File: src/rtl/tpu_issue_ctrl_if.sv
// Instruction-stream and functional-unit dispatch bundle for tpu_issue_ctrl.
//   instr_valid/instr_ready/instr_in : instruction stream handshake
//   mma/ten/mem_start, u_op, u_src*  : dispatch pulse and operand fields
//   mma/ten/mem_done                 : completion pulses from the units
// master = stream source / unit side, slave = the issue controller.
interface tpu_issue_ctrl_if;
    logic        instr_valid;
    logic        instr_ready;
    logic [31:0] instr_in;
    logic        mma_start;
    logic        ten_start;
    logic        mem_start;
    logic [7:0]  u_op;
    logic [3:0]  u_srcA;
    logic [3:0]  u_srcB;
    logic [3:0]  u_dst;
    logic        mma_done;
    logic        ten_done;
    logic        mem_done;

    modport master (
        output instr_valid, instr_in, mma_done, ten_done, mem_done,
        input  instr_ready, mma_start, ten_start, mem_start,
               u_op, u_srcA, u_srcB, u_dst
    );

    modport slave (
        input  instr_valid, instr_in, mma_done, ten_done, mem_done,
        output instr_ready, mma_start, ten_start, mem_start,
               u_op, u_srcA, u_srcB, u_dst
    );
endinterface

File: src/rtl/tpu_issue_ctrl.sv
// In-order single-issue scheduler: decodes an instruction into a one-entry
// hold register, checks register scoreboard and unit busy flags, dispatches
// with a one-cycle start pulse and retires on the unit's done pulse.
//   clk, rst      : clock, synchronous active-high reset
//   bus           : stream handshake, dispatch outputs, done inputs
//   illegal_op    : pulse when an undecodable opcode is dropped
//   idle          : hold empty, no unit busy, scoreboard clear
//   issued_count  : saturating count of dispatched instructions
//   stall_count   : saturating count of blocked cycles
module tpu_issue_ctrl #(
    parameter int unsigned NREGS = 16,
    parameter int unsigned CNT_W = 16
) (
    input  logic               clk,
    input  logic               rst,
    tpu_issue_ctrl_if.slave    bus,
    output logic               illegal_op,
    output logic               idle,
    output logic [CNT_W-1:0]   issued_count,
    output logic [CNT_W-1:0]   stall_count
);
    localparam int unsigned REG_W = $clog2(NREGS);
    localparam int unsigned NUNIT = 3;
    localparam logic [1:0]  CLS_MMA = 2'd0;
    localparam logic [1:0]  CLS_TEN = 2'd1;
    localparam logic [1:0]  CLS_MEM = 2'd2;

    typedef enum logic {S_EMPTY, S_FULL} hold_state_e;

    hold_state_e                   state_q, state_d;
    logic [7:0]                    hold_op_q, hold_op_d;
    logic [REG_W-1:0]              hold_srca_q, hold_srca_d;
    logic [REG_W-1:0]              hold_srcb_q, hold_srcb_d;
    logic [REG_W-1:0]              hold_dst_q, hold_dst_d;
    logic [1:0]                    hold_cls_q, hold_cls_d;
    logic [NUNIT-1:0]              busy_q, busy_d;
    logic [NREGS-1:0]              pend_q, pend_d;
    logic [NUNIT-1:0][REG_W-1:0]   unit_dst_q, unit_dst_d;
    logic                          mma_start_q, mma_start_d;
    logic                          ten_start_q, ten_start_d;
    logic                          mem_start_q, mem_start_d;
    logic [7:0]                    u_op_q, u_op_d;
    logic [REG_W-1:0]              u_srca_q, u_srca_d;
    logic [REG_W-1:0]              u_srcb_q, u_srcb_d;
    logic [REG_W-1:0]              u_dst_q, u_dst_d;
    logic                          illegal_op_q, illegal_op_d;
    logic                          idle_q, idle_d;
    logic [CNT_W-1:0]              issued_q, issued_d;
    logic [CNT_W-1:0]              stall_q, stall_d;

    logic                          dec_legal_c;
    logic [1:0]                    dec_cls_c;
    logic                          class_busy_c;
    logic                          issue_fire_c;
    logic                          ready_c;
    logic                          accept_c;
    logic                          load_c;
    logic [NUNIT-1:0]              done_c;

    // Opcode decode of the offered instruction
    always_comb begin
        dec_legal_c = 1'b1;
        dec_cls_c   = CLS_MMA;
        case (bus.instr_in[31:24])
            8'h03, 8'h04, 8'h30: dec_cls_c = CLS_MMA;
            8'h20, 8'h21:        dec_cls_c = CLS_TEN;
            8'h10, 8'h11:        dec_cls_c = CLS_MEM;
            default:             dec_legal_c = 1'b0;
        endcase
    end

    // Structural hazard on the held instruction's unit
    always_comb begin
        case (hold_cls_q)
            CLS_MMA: class_busy_c = busy_q[0];
            CLS_TEN: class_busy_c = busy_q[1];
            CLS_MEM: class_busy_c = busy_q[2];
            default: class_busy_c = 1'b1;
        endcase
    end

    // Hazard terms use registered state only, so a done this cycle unblocks next cycle
    assign issue_fire_c = (state_q == S_FULL) && !class_busy_c &&
                          !pend_q[hold_srca_q] && !pend_q[hold_srcb_q] && !pend_q[hold_dst_q];
    assign ready_c      = (state_q == S_EMPTY) || issue_fire_c;
    assign accept_c     = bus.instr_valid && ready_c;
    assign load_c       = accept_c && dec_legal_c;
    assign done_c       = {bus.mem_done, bus.ten_done, bus.mma_done};

    // Next-state, scoreboard and output logic
    always_comb begin
        state_d      = state_q;
        hold_op_d    = hold_op_q;
        hold_srca_d  = hold_srca_q;
        hold_srcb_d  = hold_srcb_q;
        hold_dst_d   = hold_dst_q;
        hold_cls_d   = hold_cls_q;
        busy_d       = busy_q;
        pend_d       = pend_q;
        unit_dst_d   = unit_dst_q;
        mma_start_d  = 1'b0;
        ten_start_d  = 1'b0;
        mem_start_d  = 1'b0;
        u_op_d       = u_op_q;
        u_srca_d     = u_srca_q;
        u_srcb_d     = u_srcb_q;
        u_dst_d      = u_dst_q;
        illegal_op_d = accept_c && !dec_legal_c;
        issued_d     = issued_q;
        stall_d      = stall_q;

        // Retire: spurious done on an idle unit is ignored
        for (int u = 0; u < int'(NUNIT); u++) begin
            if (done_c[u] && busy_q[u]) begin
                busy_d[u]               = 1'b0;
                pend_d[unit_dst_q[u]]   = 1'b0;
            end
        end

        if (issue_fire_c) begin
            mma_start_d            = (hold_cls_q == CLS_MMA);
            ten_start_d            = (hold_cls_q == CLS_TEN);
            mem_start_d            = (hold_cls_q == CLS_MEM);
            u_op_d                 = hold_op_q;
            u_srca_d               = hold_srca_q;
            u_srcb_d               = hold_srcb_q;
            u_dst_d                = hold_dst_q;
            busy_d[hold_cls_q]     = 1'b1;
            pend_d[hold_dst_q]     = 1'b1;
            unit_dst_d[hold_cls_q] = hold_dst_q;
            if (issued_q != '1) issued_d = issued_q + CNT_W'(1);
        end else if (state_q == S_FULL) begin
            if (stall_q != '1) stall_d = stall_q + CNT_W'(1);
        end

        case (state_q)
            S_EMPTY: if (load_c) state_d = S_FULL;
            S_FULL:  if (issue_fire_c && !load_c) state_d = S_EMPTY;
            default: state_d = S_EMPTY;
        endcase

        if (load_c) begin
            hold_op_d   = bus.instr_in[31:24];
            hold_srca_d = REG_W'(bus.instr_in[19:16]);
            hold_srcb_d = REG_W'(bus.instr_in[15:12]);
            hold_dst_d  = REG_W'(bus.instr_in[11:8]);
            hold_cls_d  = dec_cls_c;
        end

        idle_d = (state_d == S_EMPTY) && (busy_d == '0) && (pend_d == '0);
    end

    // State register
    always_ff @(posedge clk) begin
        if (rst) begin
            state_q      <= S_EMPTY;
            hold_op_q    <= '0;
            hold_srca_q  <= '0;
            hold_srcb_q  <= '0;
            hold_dst_q   <= '0;
            hold_cls_q   <= CLS_MMA;
            busy_q       <= '0;
            pend_q       <= '0;
            unit_dst_q   <= '0;
            mma_start_q  <= 1'b0;
            ten_start_q  <= 1'b0;
            mem_start_q  <= 1'b0;
            u_op_q       <= '0;
            u_srca_q     <= '0;
            u_srcb_q     <= '0;
            u_dst_q      <= '0;
            illegal_op_q <= 1'b0;
            idle_q       <= 1'b1;
            issued_q     <= '0;
            stall_q      <= '0;
        end else begin
            state_q      <= state_d;
            hold_op_q    <= hold_op_d;
            hold_srca_q  <= hold_srca_d;
            hold_srcb_q  <= hold_srcb_d;
            hold_dst_q   <= hold_dst_d;
            hold_cls_q   <= hold_cls_d;
            busy_q       <= busy_d;
            pend_q       <= pend_d;
            unit_dst_q   <= unit_dst_d;
            mma_start_q  <= mma_start_d;
            ten_start_q  <= ten_start_d;
            mem_start_q  <= mem_start_d;
            u_op_q       <= u_op_d;
            u_srca_q     <= u_srca_d;
            u_srcb_q     <= u_srcb_d;
            u_dst_q      <= u_dst_d;
            illegal_op_q <= illegal_op_d;
            idle_q       <= idle_d;
            issued_q     <= issued_d;
            stall_q      <= stall_d;
        end
    end

    assign bus.instr_ready = ready_c;
    assign bus.mma_start   = mma_start_q;
    assign bus.ten_start   = ten_start_q;
    assign bus.mem_start   = mem_start_q;
    assign bus.u_op        = u_op_q;
    assign bus.u_srcA      = 4'(u_srca_q);
    assign bus.u_srcB      = 4'(u_srcb_q);
    assign bus.u_dst       = 4'(u_dst_q);
    assign illegal_op      = illegal_op_q;
    assign idle            = idle_q;
    assign issued_count    = issued_q;
    assign stall_count     = stall_q;
endmodule

File: src/flat_wrapper.sv
// flat-port wrapper written by rule: the top's interface ports become plain ports
module tpu_issue_ctrl_flat 
#(
    parameter int unsigned NREGS = 16,
    parameter int unsigned CNT_W = 16
)
  (clk, rst, illegal_op, idle, issued_count, stall_count, bus_instr_valid, bus_instr_in, bus_mma_done, bus_ten_done, bus_mem_done, bus_instr_ready, bus_mma_start, bus_ten_start, bus_mem_start, bus_u_op, bus_u_srcA, bus_u_srcB, bus_u_dst);
  tpu_issue_ctrl_if bus_i ();
  input  logic clk;
  input  logic rst;
  output logic illegal_op;
  output logic idle;
  output logic [CNT_W-1:0] issued_count;
  output logic [CNT_W-1:0] stall_count;
  input wire logic [$bits(bus_i.instr_valid)-1:0] bus_instr_valid;
  input wire logic [$bits(bus_i.instr_in)-1:0] bus_instr_in;
  input wire logic [$bits(bus_i.mma_done)-1:0] bus_mma_done;
  input wire logic [$bits(bus_i.ten_done)-1:0] bus_ten_done;
  input wire logic [$bits(bus_i.mem_done)-1:0] bus_mem_done;
  output wire logic [$bits(bus_i.instr_ready)-1:0] bus_instr_ready;
  output wire logic [$bits(bus_i.mma_start)-1:0] bus_mma_start;
  output wire logic [$bits(bus_i.ten_start)-1:0] bus_ten_start;
  output wire logic [$bits(bus_i.mem_start)-1:0] bus_mem_start;
  output wire logic [$bits(bus_i.u_op)-1:0] bus_u_op;
  output wire logic [$bits(bus_i.u_srcA)-1:0] bus_u_srcA;
  output wire logic [$bits(bus_i.u_srcB)-1:0] bus_u_srcB;
  output wire logic [$bits(bus_i.u_dst)-1:0] bus_u_dst;
  assign bus_i.instr_valid = bus_instr_valid;
  assign bus_i.instr_in = bus_instr_in;
  assign bus_i.mma_done = bus_mma_done;
  assign bus_i.ten_done = bus_ten_done;
  assign bus_i.mem_done = bus_mem_done;
  assign bus_instr_ready = bus_i.instr_ready;
  assign bus_mma_start = bus_i.mma_start;
  assign bus_ten_start = bus_i.ten_start;
  assign bus_mem_start = bus_i.mem_start;
  assign bus_u_op = bus_i.u_op;
  assign bus_u_srcA = bus_i.u_srcA;
  assign bus_u_srcB = bus_i.u_srcB;
  assign bus_u_dst = bus_i.u_dst;
  tpu_issue_ctrl #(.NREGS(NREGS), .CNT_W(CNT_W)) u_core (.clk(clk), .rst(rst), .bus(bus_i), .illegal_op(illegal_op), .idle(idle), .issued_count(issued_count), .stall_count(stall_count));
endmodule
File: config.mk
export PLATFORM = sky130hd
export DESIGN_NAME = tpu_issue_ctrl_flat
export DESIGN_NICKNAME = d
export VERILOG_FILES = /design/src/rtl/tpu_issue_ctrl_if.sv /design/src/rtl/tpu_issue_ctrl.sv /design/src/flat_wrapper.sv
export SDC_FILE = /design/constraint.sdc
export NUM_CORES = 1
export LEC_CHECK = 0
export ABC_CLOCK_PERIOD_IN_PS = 6100
export BUFFER_PORTS_ARGS = -buffer_cell sky130_fd_sc_hd__buf_2
export CORE_ASPECT_RATIO = 1.2
export CORE_UTILIZATION = 29
export CTS_CLUSTER_SIZE = 30
export DETAILED_ROUTE_END_ITERATION = 7
export GPL_TIMING_DRIVEN = 0
export PLACE_DENSITY = 0.44
export SLEW_MARGIN = 25
export SYNTH_ARGS = -nofsm -noshare
export SYNTH_HDL_FRONTEND = slang
export SYNTH_SLANG_ARGS = --single-unit
File: constraint.sdc
create_clock -name clk -period 6.1 [get_ports clk]
set_clock_uncertainty 0.15 [all_clocks]
set_input_delay 1.22 -clock clk [delete_from_list [all_inputs] [get_ports clk]]
set_output_delay 1.22 -clock clk [all_outputs]
set_load 0.005 [all_outputs]
==> results of run 1 <==
-- cell families (layout without fill, tap and decap cells) --
family,after synthesis,after routing
fa+ha+maj,2,2
simple gates,283,283
mux,34,34
compound gates,161,161
buf+inv,49,148
flops,111,111
xor+xnor,6,6
-- worst min-delay path by stage --
stage          slack [ns]  cells past startpoint                    to            startpoint
2_1_floorplan        0.28                      2    u_core.bus.u_op[3]   u_core.hold_op_q[3]
3_3_place_gp         0.29                      2    u_core.bus.u_op[3]    u_core.bus.u_op[3]
3_5_place_dp         0.30                      2  u_core.bus.u_srcA[0]  u_core.bus.u_srcA[0]
4_1_cts              0.31                      2  u_core.bus.u_srcA[0]  u_core.bus.u_srcA[0]
5_1_grt              0.32                      2  u_core.bus.u_srcA[0]  u_core.bus.u_srcA[0]
6_report             0.30                      2  u_core.bus.u_srcA[0]  u_core.bus.u_srcA[0]
-- layer usage --
layer  GRT usage, %  wire length (µm)  vias up
met5              0                 0        -
met4           10.1               724        0
met3           2.97               840       42
met2           33.0              8660      174
met1           24.0              7840     2553
li1               -                 -     2570
-- through the flow --
| stage | power, µW | cells |
|---|---|---|
| after floorplan | 766 | 646 |
| after global placement | 792 | 953 |
| after detailed placement | 793 | 953 |
| after CTS | 1370 | 969 |
| after global routing | 1400 | 969 |
| final | 1350 | 969 |
-- critical path, stage by stage (launching register included) --
cell and delay [ns]:
dfxtp_1 0.34, nor2b_1 0.21, nor3b_1 0.17, or4_1 0.57
nor4_1 0.69, a21boi_1 0.47, inv_1 0.15, buf_2 0.25
buf_1 0.43, buf_2 0.21
-- cell usage after synthesis, types with 9 or more instances --
master,n
nand2b_1,13
a21oi_1,72
o31ai_1,15
nor3_1,14
mux2i_1,23
nand3_1,30
o21ai_0,35
nand4b_1,9
o22ai_1,10
nand2_1,69
mux4_2,10
a31oi_1,12
clkbuf_1,37
nor4_1,10
nand4_1,10
nor2_1,64
dfxtp_1,111
or3_1,11
or4_1,19
-- registers in the layout, summed over array words and instances (netlist names), 8 cells and up --
name	flops
u_core.issued_count	16
u_core.bus.u_op	8
u_core.hold_op_q	8
u_core.unit_dst_q	12
u_core.stall_count	16
u_core.pend_q	16
-- area by class of cell --
type                    instances  area [µm²]
flip-flops and latches        111        2220
inverters                       4        15.0
repair buffers                 83         415
multi-input cells             486        2950
fillers                      1938       11800
well taps                     224         280
clock inverters                 7        56.3
clock buffers                   9         225
plain buffers                  45         189
-- power breakdown --
group / internal (µW) / total, µW / leakage, µW / switching [µW]
Combinational: 14.4 / 47.7 / 0.00121 / 33.3
Sequential: 726 / 727 / 0.000894 / 1.69
Clock: 282 / 580 / 0.000130 / 298
Total: 1020 / 1350 / 0.00224 / 333
==> metrics, run 1 <==
status=complete, no violations; port buffer count=83; Die Wd=126 µm; first-pass GRT wire length=28200 µm; Total Routed Length=18100 µm; Final Instance Area=6350 µm²; RSZ-0062 raised after global routing=no; Fmax achieved=191 MHz; drt drc=0; post-layout min period=5.24 ns; Max FO, Critical Path=10; Compound-Gate Fraction of Synth Area=17.4%; Cell Area, Placed=6070 µm²; EDFF count, synth=0; n_diodes=0; die area=19100 µm²; Post-Synth Adder-Cell Area=0.466%; CTS tree=yes; clock-pin slew on the worst setup and hold paths=0.08 ns; Worst Path Arrival=3.87 ns; Initial Util=29.6%; Reg2Reg Depth=11; Final Max Slew Viols=0; Final Net Count=780; Worst setup startpoint=u_core.hold_dst_q[2]; FF+latch count, synth=111; final core occ=34.9%; kind of critical path=flop to output port; GRT overflow=0; Leak=0.00224 µW; DIE HEIGHT=151 µm; XOR/XNOR Fraction of Synth Area=0.978%; mux cell area share after synthesis=8.68%; ys flop type=dfxtp_1; largest family of logic cells by synthesized area=simple AND/OR/NAND/NOR gates; Mapped Area=5370 µm²; Synth top area share=41.4%; areal power density over the cells=213 nW/µm²; Synth area leader=dfxtp_1; Num CTS Buffers=9; io pins=96; period utilization=85.9%; Place WS=1.27 ns; Fin. Hold Viols=0; Setup crit start kind=flop; Worst R2R Setup Slack=2.24 ns; antenna violations before repair=0; CP endpoint=bus_instr_ready; most frequent cells in the layout=dfxtp_1 (111), buf_2 (87), a21oi_1 (72); CTS max path bufs=2; cts repair resizes=0; Least-Margin Pin Slew=0.956 ns; # setup viols final=0; 1st-iter DRT viols=314; GRT Total Usage=19.5%; Layout area overhead=18.2%; Routability Congestion=0.901; DP Wirelength=13600 µm; H-tree levels=3; vias in the first global route=5084; WL per Instance=18.6 µm; largest cells by area after synthesis=dfxtp_1 (41%), a21oi_1 (6.7%), nand2_1 (4.8%); Post-synth ARST share=0%; PnR worst setup slack=0.863 ns; worst path required time=4.73 ns; largest net degree at the start of global routing=20; CP endpoint kind=output port; vias per inst=5.51; post-synthesis sequential area ratio=41.4%; Max-Cap Viols=0; FP Rows=54; hold buffer count at cts=0; share of layout cells above drive strength 1=16.8%; Core Footprint=18200 µm²; Mapped Cells=646; clk_lat worst skew=0.36 ns; Mapped Avg Cell Area=8.32 µm²; routed vias=5339; Yosys cell types=50; post-synth net total=686; r2r startpoint=u_core.hold_dst_q[3]; CTS sink count=111; Final ANT Viol Nets=0; total negative setup slack=0 ns; Rel. slew slack=36.1%; leading cell type in the layout, fill and taps excluded=dfxtp_1; number of buffers added for setup after CTS=0; Worst Hold Class=flop to flop; VDD IR max=0.000127 V; First-pass DRT Iterations=5; Synth Warn #=0; Synth Area in Simple Gates=27.4%; Root Buffer=clkbuf_16; Worst Hold Slack=0.304 ns; Critical R2R Capture=u_core.stall_count[14]
(Power assumes the default switching activity.)
==> run 2, diff against run 1 <==
GPL_TIMING_DRIVEN = unset   (was 0)
==> metrics, run 2 (synthesis results as in run 1) <==
Final ANT Viol Nets=0; Fin. Hold Viols=0; hold buffer count at cts=0; kind of critical path=flop to output port; Die Wd=126 µm; clk_lat worst skew=0.36 ns; Worst setup startpoint=u_core.hold_dst_q[1]; 1st-iter DRT viols=274; Layout area overhead=16.6%; final core occ=34.5%; GR Layer Usage met2=29.1%; total negative setup slack=0 ns; Fmax achieved=218 MHz; Root Buffer=clkbuf_16; worst path required time=4.73 ns; GRT Total Usage=17.2%; GR peak layer=met2; first-pass GRT wire length=25400 µm; leading cell type in the layout, fill and taps excluded=dfxtp_1; port buffer count=83; cell depth of the worst min-delay path=2; HP Start=u_core.hold_op_q[5]; number of buffers added for setup after CTS=0; Max-Cap Viols=0; areal power density over the cells=227 nW/µm²; largest net degree at the start of global routing=66; drt drc=0; DIE HEIGHT=151 µm; Num CTS Buffers=9; Least-Margin Pin Slew=0.812 ns; antenna violations before repair=0; Reg2Reg Depth=7; Final Max Slew Viols=0; WL per Instance=17.4 µm; VDD IR max=0.000120 V; n_diodes=0; io pins=96; Worst Hold Slack=0.302 ns; Core Footprint=18200 µm²; Worst Path Arrival=3.21 ns; cts repair resizes=0; CTS sink count=111; First-pass DRT Iterations=5; CTS max path bufs=2; Max FO, Critical Path=28; r2r startpoint=u_core.hold_dst_q[1]; post-layout min period=4.58 ns; status=complete, no violations; FP Rows=54; RSZ-0062 raised after global routing=no; vias per inst=5.42; register share of total power=51.2%; Place WS=1.88 ns; Final Net Count=740; Total Routed Length=16100 µm; CTS tree=yes; PnR worst setup slack=1.52 ns; H-tree levels=3; clock-pin slew on the worst setup and hold paths=0.08 ns; sw frac=22.4%; Logic pwr share=2.7%; die area=19100 µm²; Worst Hold Class=flop to flop; most frequent cells in the layout=dfxtp_1 (111), buf_2 (82), a21oi_1 (72); period utilization=75.1%; met3 usage=3.71%; Pint=1100 µW; GRT overflow=0; share of layout cells above drive strength 1=17.9%; Routability Congestion=0.864; # setup viols final=0; CP endpoint kind=output port; vias in the first global route=4678; DP Wirelength=11500 µm; Setup crit start kind=flop; met1 usage=21.0%; Rel. slew slack=45.8%; routed vias=5035; Psw=318 µW; Initial Util=29.6%; Clk pwr share=46.1%; Leak=0.00222 µW
[run 2: path summary, 6_finish.rpt]
kind                                                end  slack (ns)
worst max-delay path                    bus_instr_ready        1.52
worst min-delay path                 u_core.bus.u_op[5]        0.30
worst max register to register  u_core.issued_count[13]        2.06
worst min register to register       u_core.bus.u_op[5]        0.30
[run 2: worst max-delay path, cell delays in order, from the launching register on]
cell and delay, ns:
dfxtp_1 0.85, mux2i_1 0.26, nor3b_1 0.08, or4_1 0.60, nor4_2 0.29, buf_4 0.25
a21boi_2 0.07, buf_4 0.21, inv_1 0.10, buf_2 0.11
[run 2: metrics by stage]
step / power (µW) / std cells / cell area [µm²]
2_1_floorplan: 766 / 646 / 5370
3_3_place_gp: 785 / 913 / 5930
3_5_place_dp: 785 / 913 / 5930
4_1_cts: 1450 / 929 / 6260
5_1_grt: 1480 / 929 / 6260
6_report: 1420 / 929 / 6260
[run 2: routing by layer]
| metal | wire length (µm) | vias to the layer above |
|---|---|---|
| met5 | 0 | - |
| met4 | 502 | 0 |
| met3 | 775 | 25 |
| met2 | 7750 | 129 |
| met1 | 7110 | 2391 |
| li1 | - | 2490 |
[run 2: layout make-up]
| type | count | area, µm² |
|---|---|---|
| fill | 1945 | 11900 |
| multi-input combinational | 486 | 2960 |
| sequential | 111 | 2220 |
| timing repair buffer | 88 | 455 |
| tap | 224 | 280 |
| clock buffer | 9 | 225 |
| clock inverter | 7 | 108 |
| inverter | 4 | 15.0 |
[run 2: power by group through the flow]
stage	logic, µW	clock network, µW	registers, µW
4_1_cts	39.7	680	728
5_1_grt	43.4	703	729
3_5_place_dp	39.6	0	745
6_report	39.1	655	728
2_1_floorplan	22.0	0	744
3_3_place_gp	39.4	0	745
==> run 3, diff against run 2 <==
ABC_CLOCK_PERIOD_IN_PS = 4200   (was 6100)
PLACE_DENSITY = 0.46   (was 0.44)
clock period = 4.2 ns   (was 6.1 ns; I/O delays follow)
==> metrics, run 3 (synthesis results as in run 1) <==
Initial Util=29.6%; most frequent cells in the layout=dfxtp_1 (111), buf_2 (82), a21oi_1 (72); routed vias=5160; number of buffers added for setup after CTS=0; vias per inst=5.51; CTS sink count=111; Max-Cap Viols=0; Final Net Count=748; FP Rows=54; PnR worst setup slack=0.755 ns; areal power density over the cells=324 nW/µm²; Place WS=0.771 ns; status=complete, no violations; Max FO, Critical Path=13; vias in the first global route=4812; RSZ-0062 raised after global routing=no; 1st-iter DRT viols=289; CTS tree=yes; Total Routed Length=16300 µm; Layout area overhead=17.4%; GRT overflow=0; period utilization=82.0%; slowest cell on the critical path=or4_4; worst-path cell chain=mux2i_1, o22ai_1, or4_1, or4_1, or4_4, or4_1, a21oi_1; Rel. slew slack=39.6%; largest net degree at the start of global routing=86; worst path required time=4.34 ns; Fin. Hold Viols=0; Worst Hold Slack=0.300 ns; VDD IR max=0.000184 V; io pins=96; DIE HEIGHT=151 µm; Setup crit start kind=flop; n_diodes=0; Fmax achieved=290 MHz; Num CTS Buffers=9; leading cell type in the layout, fill and taps excluded=dfxtp_1; hold buffer count at cts=0; Routability Congestion=0.914; cts repair resizes=0; Root Buffer=clkbuf_16; Worst Hold Class=flop to flop; # setup viols final=0; Worst Path Arrival=3.58 ns; clk_lat worst skew=0.36 ns; Final Max Slew Viols=0; first-pass GRT wire length=26200 µm; WL per Instance=17.4 µm; H-tree levels=3; Core Footprint=18200 µm²; post-layout min period=3.44 ns; total negative setup slack=0 ns; clock-pin slew on the worst setup and hold paths=0.08 ns; cell mode on critical path=or4_1; drt drc=0; First-pass DRT Iterations=4; share of layout cells above drive strength 1=18.8%; GRT Total Usage=17.7%; delay of the slowest critical-path stage=0.63 ns; Leak=0.00225 µW; die area=19100 µm²; DP Wirelength=11700 µm; Least-Margin Pin Slew=0.906 ns; CTS max path bufs=2; Buffers & Inverters on Critical Path=0; CP endpoint kind=flop; antenna violations before repair=0; Largest delay share family, worst path=simple AND/OR/NAND/NOR gates; port buffer count=83; Die Wd=126 µm; kind of critical path=flop to flop; Final ANT Viol Nets=0
## run 3: final timing paths
check                            start                 endpoint  slack [ns]  cells after the start
setup reg to reg  u_core.hold_dst_q[1]  u_core.issued_count[13]        0.76                      7
hold reg to reg    u_core.hold_op_q[5]       u_core.bus.u_op[5]        0.30                      2
hold / removal     u_core.hold_op_q[5]       u_core.bus.u_op[5]        0.30                      2
setup / recovery  u_core.hold_dst_q[1]  u_core.issued_count[13]        0.76                      7
## run 3: where the power goes
| group | internal [µW] | total, µW | leakage [µW] | switching (µW) |
|---|---|---|---|---|
| Combinational | 20.2 | 59.5 | 0.00121 | 39.3 |
| Sequential | 1050 | 1060 | 0.000894 | 2.71 |
| Clock | 501 | 927 | 0.000150 | 425 |
| Total | 1580 | 2040 | 0.00225 | 467 |
## run 3: area by class of cell
| class | instances | area, µm² |
|---|---|---|
| fillers | 1913 | 11900 |
| clock inverters | 5 | 65.1 |
| multi-input cells | 486 | 2960 |
| clock buffers | 11 | 253 |
| well taps | 224 | 280 |
| repair buffers | 96 | 515 |
| inverters | 4 | 15.0 |
| flip-flops and latches | 111 | 2220 |
## run 3: worst reg2reg max path: stages, from the launching register on
cell     delay, ns
dfxtp_1       0.50
mux2i_1       0.22
o22ai_1       0.10
or4_1         0.54
or4_1         0.61
or4_4         0.63
or4_1         0.49
a21oi_1       0.14
## run 3: per-layer routing
layer	vias up	global-route usage [%]	routed length, µm
met3	22	2.30	633
met2	128	30.1	8080
met4	0	8.07	403
met5	-	0	0
li1	2512	-	-
met1	2498	22.4	7230
## run 3: through the flow
step	instance area, µm²	instances	power (µW)	util (%)
3_3_place_gp	5990	921	1140	33.0
3_5_place_dp	5990	921	1140	33.0
4_1_cts	6310	937	2070	34.7
6_report	6310	937	2040	34.7
2_1_floorplan	5370	646	1110	-
5_1_grt	6310	937	2120	34.7
